**config.mk**
```make
export PLATFORM = sky130hd
export DESIGN_NAME = ram_conflict_arb
export DESIGN_NICKNAME = d
export VERILOG_FILES = /design/src/rtl/ram_ctrl_pkg.sv /design/src/rtl/ram_conflict_arb.sv
export SDC_FILE = /design/constraint.sdc
export NUM_CORES = 1
export LEC_CHECK = 0
export BUFFER_PORTS_ARGS = -buffer_cell sky130_fd_sc_hd__buf_4
export CORE_ASPECT_RATIO = 1.2
export CORE_MARGIN = 1
export CORE_UTILIZATION = 31
export CTS_CLUSTER_SIZE = 16
export DETAILED_ROUTE_END_ITERATION = 10
export SLEW_MARGIN = 10
export SYNTH_ARGS = -nofsm -noshare
export SYNTH_HDL_FRONTEND = slang
export SYNTH_SLANG_ARGS = --single-unit
```
**constraint.sdc**
```tcl
create_clock -name clk -period 2.05 [get_ports clk]
set_input_delay 0.1025 -clock clk [delete_from_list [all_inputs] [get_ports clk]]
set_output_delay 0.1025 -clock clk [all_outputs]
set_load 0.01 [all_outputs]
```
**src/rtl/ram_ctrl_pkg.sv**
```systemverilog
// rtl/ram_ctrl_pkg.sv - shared RAM controller widths and round-robin encoding
package ram_ctrl_pkg;

    localparam int DEF_DATA_WIDTH = 2;
    localparam int DEF_ADDR_WIDTH = 4;

    typedef enum logic {
        RR_A = 1'b0,
        RR_B = 1'b1
    } rr_t;

endpackage

```
**src/rtl/ram_conflict_arb.sv**
```systemverilog
// rtl/ram_conflict_arb.sv - two-client arbiter in front of the dual-port RAM
module ram_conflict_arb
    import ram_ctrl_pkg::*;
#(
    parameter int DATA_WIDTH = DEF_DATA_WIDTH,
    parameter int ADDR_WIDTH = DEF_ADDR_WIDTH,
    parameter int CNT_WIDTH  = 8
) (
    input  logic                  clk,
    input  logic                  rst,

    input  logic                  req_a,
    input  logic                  we_a,
    input  logic [ADDR_WIDTH-1:0] addr_a,
    input  logic [DATA_WIDTH-1:0] wdata_a,
    output logic                  gnt_a,
    output logic                  rvalid_a,
    output logic [DATA_WIDTH-1:0] rdata_a,

    input  logic                  req_b,
    input  logic                  we_b,
    input  logic [ADDR_WIDTH-1:0] addr_b,
    input  logic [DATA_WIDTH-1:0] wdata_b,
    output logic                  gnt_b,
    output logic                  rvalid_b,
    output logic [DATA_WIDTH-1:0] rdata_b,

    output logic                  we1,
    output logic                  oe1,
    output logic [ADDR_WIDTH-1:0] addr1,
    output logic [DATA_WIDTH-1:0] d_in1,
    input  logic [DATA_WIDTH-1:0] d_out1,

    output logic                  we2,
    output logic                  oe2,
    output logic [ADDR_WIDTH-1:0] addr2,
    output logic [DATA_WIDTH-1:0] d_in2,
    input  logic [DATA_WIDTH-1:0] d_out2,

    output logic [CNT_WIDTH-1:0]  stall_cnt_a,
    output logic [CNT_WIDTH-1:0]  stall_cnt_b
);

    localparam logic [CNT_WIDTH-1:0] CNT_MAX = '1;

    rr_t  rr_last;
    rr_t  winner;
    logic conflict;

    // Two reads of one address are safe on the RAM, so only a write makes it a conflict.
    always_comb begin
        conflict = req_a & req_b & (addr_a == addr_b) & (we_a | we_b);
        winner   = (rr_last == RR_A) ? RR_B : RR_A;
        gnt_a    = 1'b0;
        gnt_b    = 1'b0;
        if (!rst) begin
            gnt_a = req_a & (~conflict | (winner == RR_A));
            gnt_b = req_b & (~conflict | (winner == RR_B));
        end
    end

    assign we1   = req_a & gnt_a & we_a;
    assign oe1   = req_a & gnt_a & ~we_a;
    assign addr1 = addr_a;
    assign d_in1 = wdata_a;

    assign we2   = req_b & gnt_b & we_b;
    assign oe2   = req_b & gnt_b & ~we_b;
    assign addr2 = addr_b;
    assign d_in2 = wdata_b;

    // The RAM registers its read data, so d_out is already aligned with rvalid.
    assign rdata_a = d_out1;
    assign rdata_b = d_out2;

    always_ff @(posedge clk or posedge rst) begin
        if (rst) begin
            rr_last     <= RR_B;
            rvalid_a    <= 1'b0;
            rvalid_b    <= 1'b0;
            stall_cnt_a <= '0;
            stall_cnt_b <= '0;
        end else begin
            rvalid_a <= gnt_a & ~we_a;
            rvalid_b <= gnt_b & ~we_b;
            if (conflict) begin
                rr_last <= winner;
                if (winner == RR_B && stall_cnt_a != CNT_MAX)
                    stall_cnt_a <= stall_cnt_a + 1'b1;
                if (winner == RR_A && stall_cnt_b != CNT_MAX)
                    stall_cnt_b <= stall_cnt_b + 1'b1;
            end
        end
    end

endmodule

```
Yosys cells after proc, flatten, opt, wreduce, memory -nomap -nowiden
Cells that the tools add are included.
Operators by class
  $add $sub $neg: 2
  equality and inequality tests: 3
  multiplexer cells: 3
  bitwise gates (word level): 19
  reduce and logical (&&, ||, !) cells: 4
Operators by type and width (number)
  adder 8 x 1 -> 8 bit, second input constant: 2
  != test 8 bit, second input constant: 2
  bitwise AND 1 bit: 13
  equality test 4 bit: 1
  AND reduction 2 bit: 2
  two-way mux 1 bit: 3
  NOT 1 bit: 3
  OR 1 bit: 3
  logical AND 1 bit: 2
Storage, ports and cells
  flip-flop bits (word level): 19
  output and inout bits: 40
  word-level logic and storage cells: 36

Longest topological paths before layout
  depth after elaboration: 9
  gate-level depth with buffers: 5
  gate-level depth less buffers: 5

Least setup slack after synthesis
OpenSTA, ideal clock, no wires.
  path type: register to register
  from: reg stall_cnt_a[0]
  to: reg stall_cnt_a[1]
  arrival: 1.625 ns
  required time: 1.925 ns
  path slack: 0.300 ns
  stages on the path, launching flop included: 6
  period minus slack after synthesis: 1.750 ns
  cell sequence: dfrtp_1 -> ha_1 -> and2_1 -> a311oi_4 -> nand2_2 -> mux2_4
On the way
  longest elaborated chain between the ends: 3
  elaborated cells between the ends (all ways): 4
Ends and longest elaborated chain
  from (decl): RTL line ram_conflict_arb.sv:40  | output logic [CNT_WIDTH-1:0] stall_cnt_a,
  from (signal assigned): RTL line ram_conflict_arb.sv:89  | stall_cnt_a <= stall_cnt_a + 1'b1;
  parallel branches: the longest is 3 deep, another holds adder 8 x 1 -> 8 bit
Several ways; the timed one is not identified.
A chain may end at the register's enable or synchronous reset.

Worst setup path after layout
Same ends and word-level chain as after synthesis.

==> results.toml <==
[outcome]
status = "completed"

[cells_and_area]
drive_gt1_share_pct = 44.0
multi_input_area_um2 = 588
fillers = 384
post-route-util_pct = 42.1
nets = 166
seq_area_um2 = 477
diodes = 0
area_growth_pct = 29.2

[synthesis]
syn-cell-area_mm2 = 0.00119
synth.distinct_cells = 34
synth_flop_cell = "dfrtp_1"
syn-num-nets = 130
syn_area_per_cell_um2 = 11.3
synth_common_cells = "dfrtp_1, buf_4, xnor2_1, xor2_1"
netlist_top_cells_area = "dfrtp_1, buf_4, xnor2_1"
synth_most_common_cell = "dfrtp_1"
synth-seq-cells = 19
ys_seq_area_share_pct = 39.9
synthArstFlopShare_pct = 100
ys_warn_count = 0
synth_top_cell_area_share_pct = 37.7
synthCells = 106
synth_edf_count = 0
synth.largest_area_cell = "dfrtp_1"

[setup_path]
rr_endpoint = "stall_cnt_a[1]$_DFFE_PP0P_"
required_ps = 2190
cp-start-kind = "flop"
r2r-start = "stall_cnt_a[0]$_DFFE_PP0P_"
crit_fanout = 6
endpoint = "stall_cnt_a[1]$_DFFE_PP0P_"
arrival_ps = 1960
startpoint = "stall_cnt_a[0]$_DFFE_PP0P_"
reg2reg_slack_ps = 230
crit_path_end_kind = "flop"
path_class = "flop to flop"
rr_worst_depth = 5

[global_route]
antenna_found_initial = 0
grt_usage_pct = 12.8
grt_overflow = 0
grt_pass1_wl_um = 4060
grt_max_degree = 20
grt_pass1_vias = 859

[detailed_routing]
drtAntennaViolNets = 0
routed_wl_um = 2570
vias = 916
vias_per_cell = 4.75
dr.first_iter.drc_count = 53
drc_errors = 0
drt-wirelength-per-cell_um = 13.3
dr.pass1.iters = 4

[clocking]
cts_sinks = 19
cts_setup_buffers = 0
clock_path_buffers = 2
htree_num_levels = 1
clk_pin_slew_worst_paths_ps = 80
cts-resized-gates = 0
clk-insertion-delay-late_ps = 250
cts_tree = "done"
root_buffer = "clkbuf_8"
hold_buffers = 1
cts_buffers = 3

[place]
portBuffers = 45
hpwl_um = 1940
gp_congestion = 0.756

[sta]
drv_slew = 0
min_period_ps = 1820
maxSlewHeadroom_pct = 71.6
finClkSkew_ps = 1.82
rsz0062_at_grt = "false"
report.final.setup_viol = 0
hold_violations = 0
max_freq_ghz = 0.549
worst_pin_slew_ps = 426
fin_tns_setup_ps = 0
min_period_over_period_pct = 88.8

[die]
initial_utilization_pct = 32.6
design.core.area_mm2 = 0.00366
row_count = 24
die_y_um = 70.0
fp.dieArea_mm2 = 0.00410
ioPinCount = 62
chipWidth_um = 58.6

[pwr]
powerDensity_mw_per_mm2 = 620
peakVddDrop_uv = 448
p_sw_uw = 287
clkPwrFrac_pct = 27.8
internal_power_uw = 670
p_leak_nw = 0.757
pwr-share-seq_pct = 47.8
power_frac_comb_pct = 24.5
power.total_uw = 957
p_sw_share_pct = 30.0

[worst_hold_path]
min_path_cells = 2
hp-class = "input pin to flop"

[run]
maxCapViolCount = 0
state kept, by name, summed over array words and instances (netlist names):
name / count
stall_cnt_a: 8
stall_cnt_b: 8
rr_last: 1
rvalid_a: 1
rvalid_b: 1
routing by layer:
layer	vias to the layer above	GRT usage (%)	wire length [um]
met3	2	2.22	129
met2	28	22.2	1310
li1	439	-	-
met5	-	0	0
met1	447	15.9	1120
met4	0	3.70	10
final cells by class:
class	instances	area share [%]
tap	52	4.22
clock inverter	1	0.324
sequential	19	30.9
timing repair buffer	48	23.5
clock buffer	3	2.68
multi-input combinational	69	38.1
inverter	1	0.243
critical path, stage by stage, from the launching register on:
cell and delay, ps:
dfrtp_1 420, ha_1 220, and2_1 210, a311oi_4 430, nand2_2 130, mux2_4 300
worst min path at each step:
stage	start	endpoint	slack, ps
detailed placement	rst	rvalid_b$_DFF_PP0_	8
global route	we_a	rvalid_a$_DFF_PP0_	20
floorplan	rst	rvalid_a$_DFF_PP0_	60
global placement	rst	rvalid_b$_DFF_PP0_	4
finish	we_a	rvalid_a$_DFF_PP0_	20
CTS	we_b	rvalid_b$_DFF_PP0_	20
layout by cell type, fill, tap and decap left out:
| master | synthesis | routed |
|---|---|---|
| xor2_1 | 7 | 7 |
| mux2_2 | 1 | 1 |
| nand2_2 | 1 | 1 |
| and4_4 | 1 | 1 |
| and3_1 | 1 | 1 |
| nand3_1 | 6 | 6 |
| nand2b_1 | 2 | 2 |
| nor3b_1 | 2 | 2 |
| xor2_2 | 1 | 1 |
| dfrtp_1 | 18 | 18 |
| nor4_1 | 4 | 4 |
| mux2_1 | 1 | 1 |
| mux2_4 | 1 | 1 |
| and4_1 | 1 | 1 |
| nand4_4 | 1 | 1 |
| nand4_1 | 5 | 5 |
| xnor2_2 | 3 | 3 |
| nand2_1 | 2 | 2 |
| o21ai_0 | 1 | 1 |
| inv_1 | 1 | 1 |
| nor4b_1 | 6 | 6 |
| o2111ai_1 | 1 | 1 |
| o21ai_1 | 1 | 1 |
| nor2_1 | 2 | 2 |
| clkbuf_8 | 0 | 3 |
| xnor2_1 | 7 | 7 |
| nor3_1 | 3 | 3 |
| and2_1 | 2 | 2 |
| clkinv_2 | 0 | 1 |
| o211a_1 | 1 | 1 |
| buf_4 | 16 | 47 |
| and4b_1 | 2 | 2 |
| a311oi_4 | 1 | 1 |
| dfstp_2 | 1 | 1 |
| ha_1 | 2 | 2 |
| dlygate4sd3_1 | 0 | 1 |
metrics by stage:
step                      std cells  hold WS, ps  setup WS [ps]  cell area (um2)
after floorplan                 106         64.5            300             1190
after global placement          188         3.60            294             1490
after detailed placement        188         8.44            225             1490
after CTS                       193         21.4            210             1540
after global routing            193         20.6            124             1540
final                           193         24.7            229             1540
power by group through the flow:
stage / clock [mW] / sequential (mW) / combinational, mW
2_1_floorplan: 0 / 0.467 / 0.139
3_3_place_gp: 0 / 0.462 / 0.228
3_5_place_dp: 0 / 0.467 / 0.237
4_1_cts: 0.278 / 0.460 / 0.239
5_1_grt: 0.291 / 0.464 / 0.254
6_report: 0.266 / 0.457 / 0.234
cells by family after synthesis:
logic type | synth area share (%)
simple gates | 23.7
flops | 39.9
xor+xnor | 15.7
buf+inv | 10.8
compound gates | 4.61
mux | 3.14
fa+ha+maj | 2.10
Power figures use the tool's default switching activity.
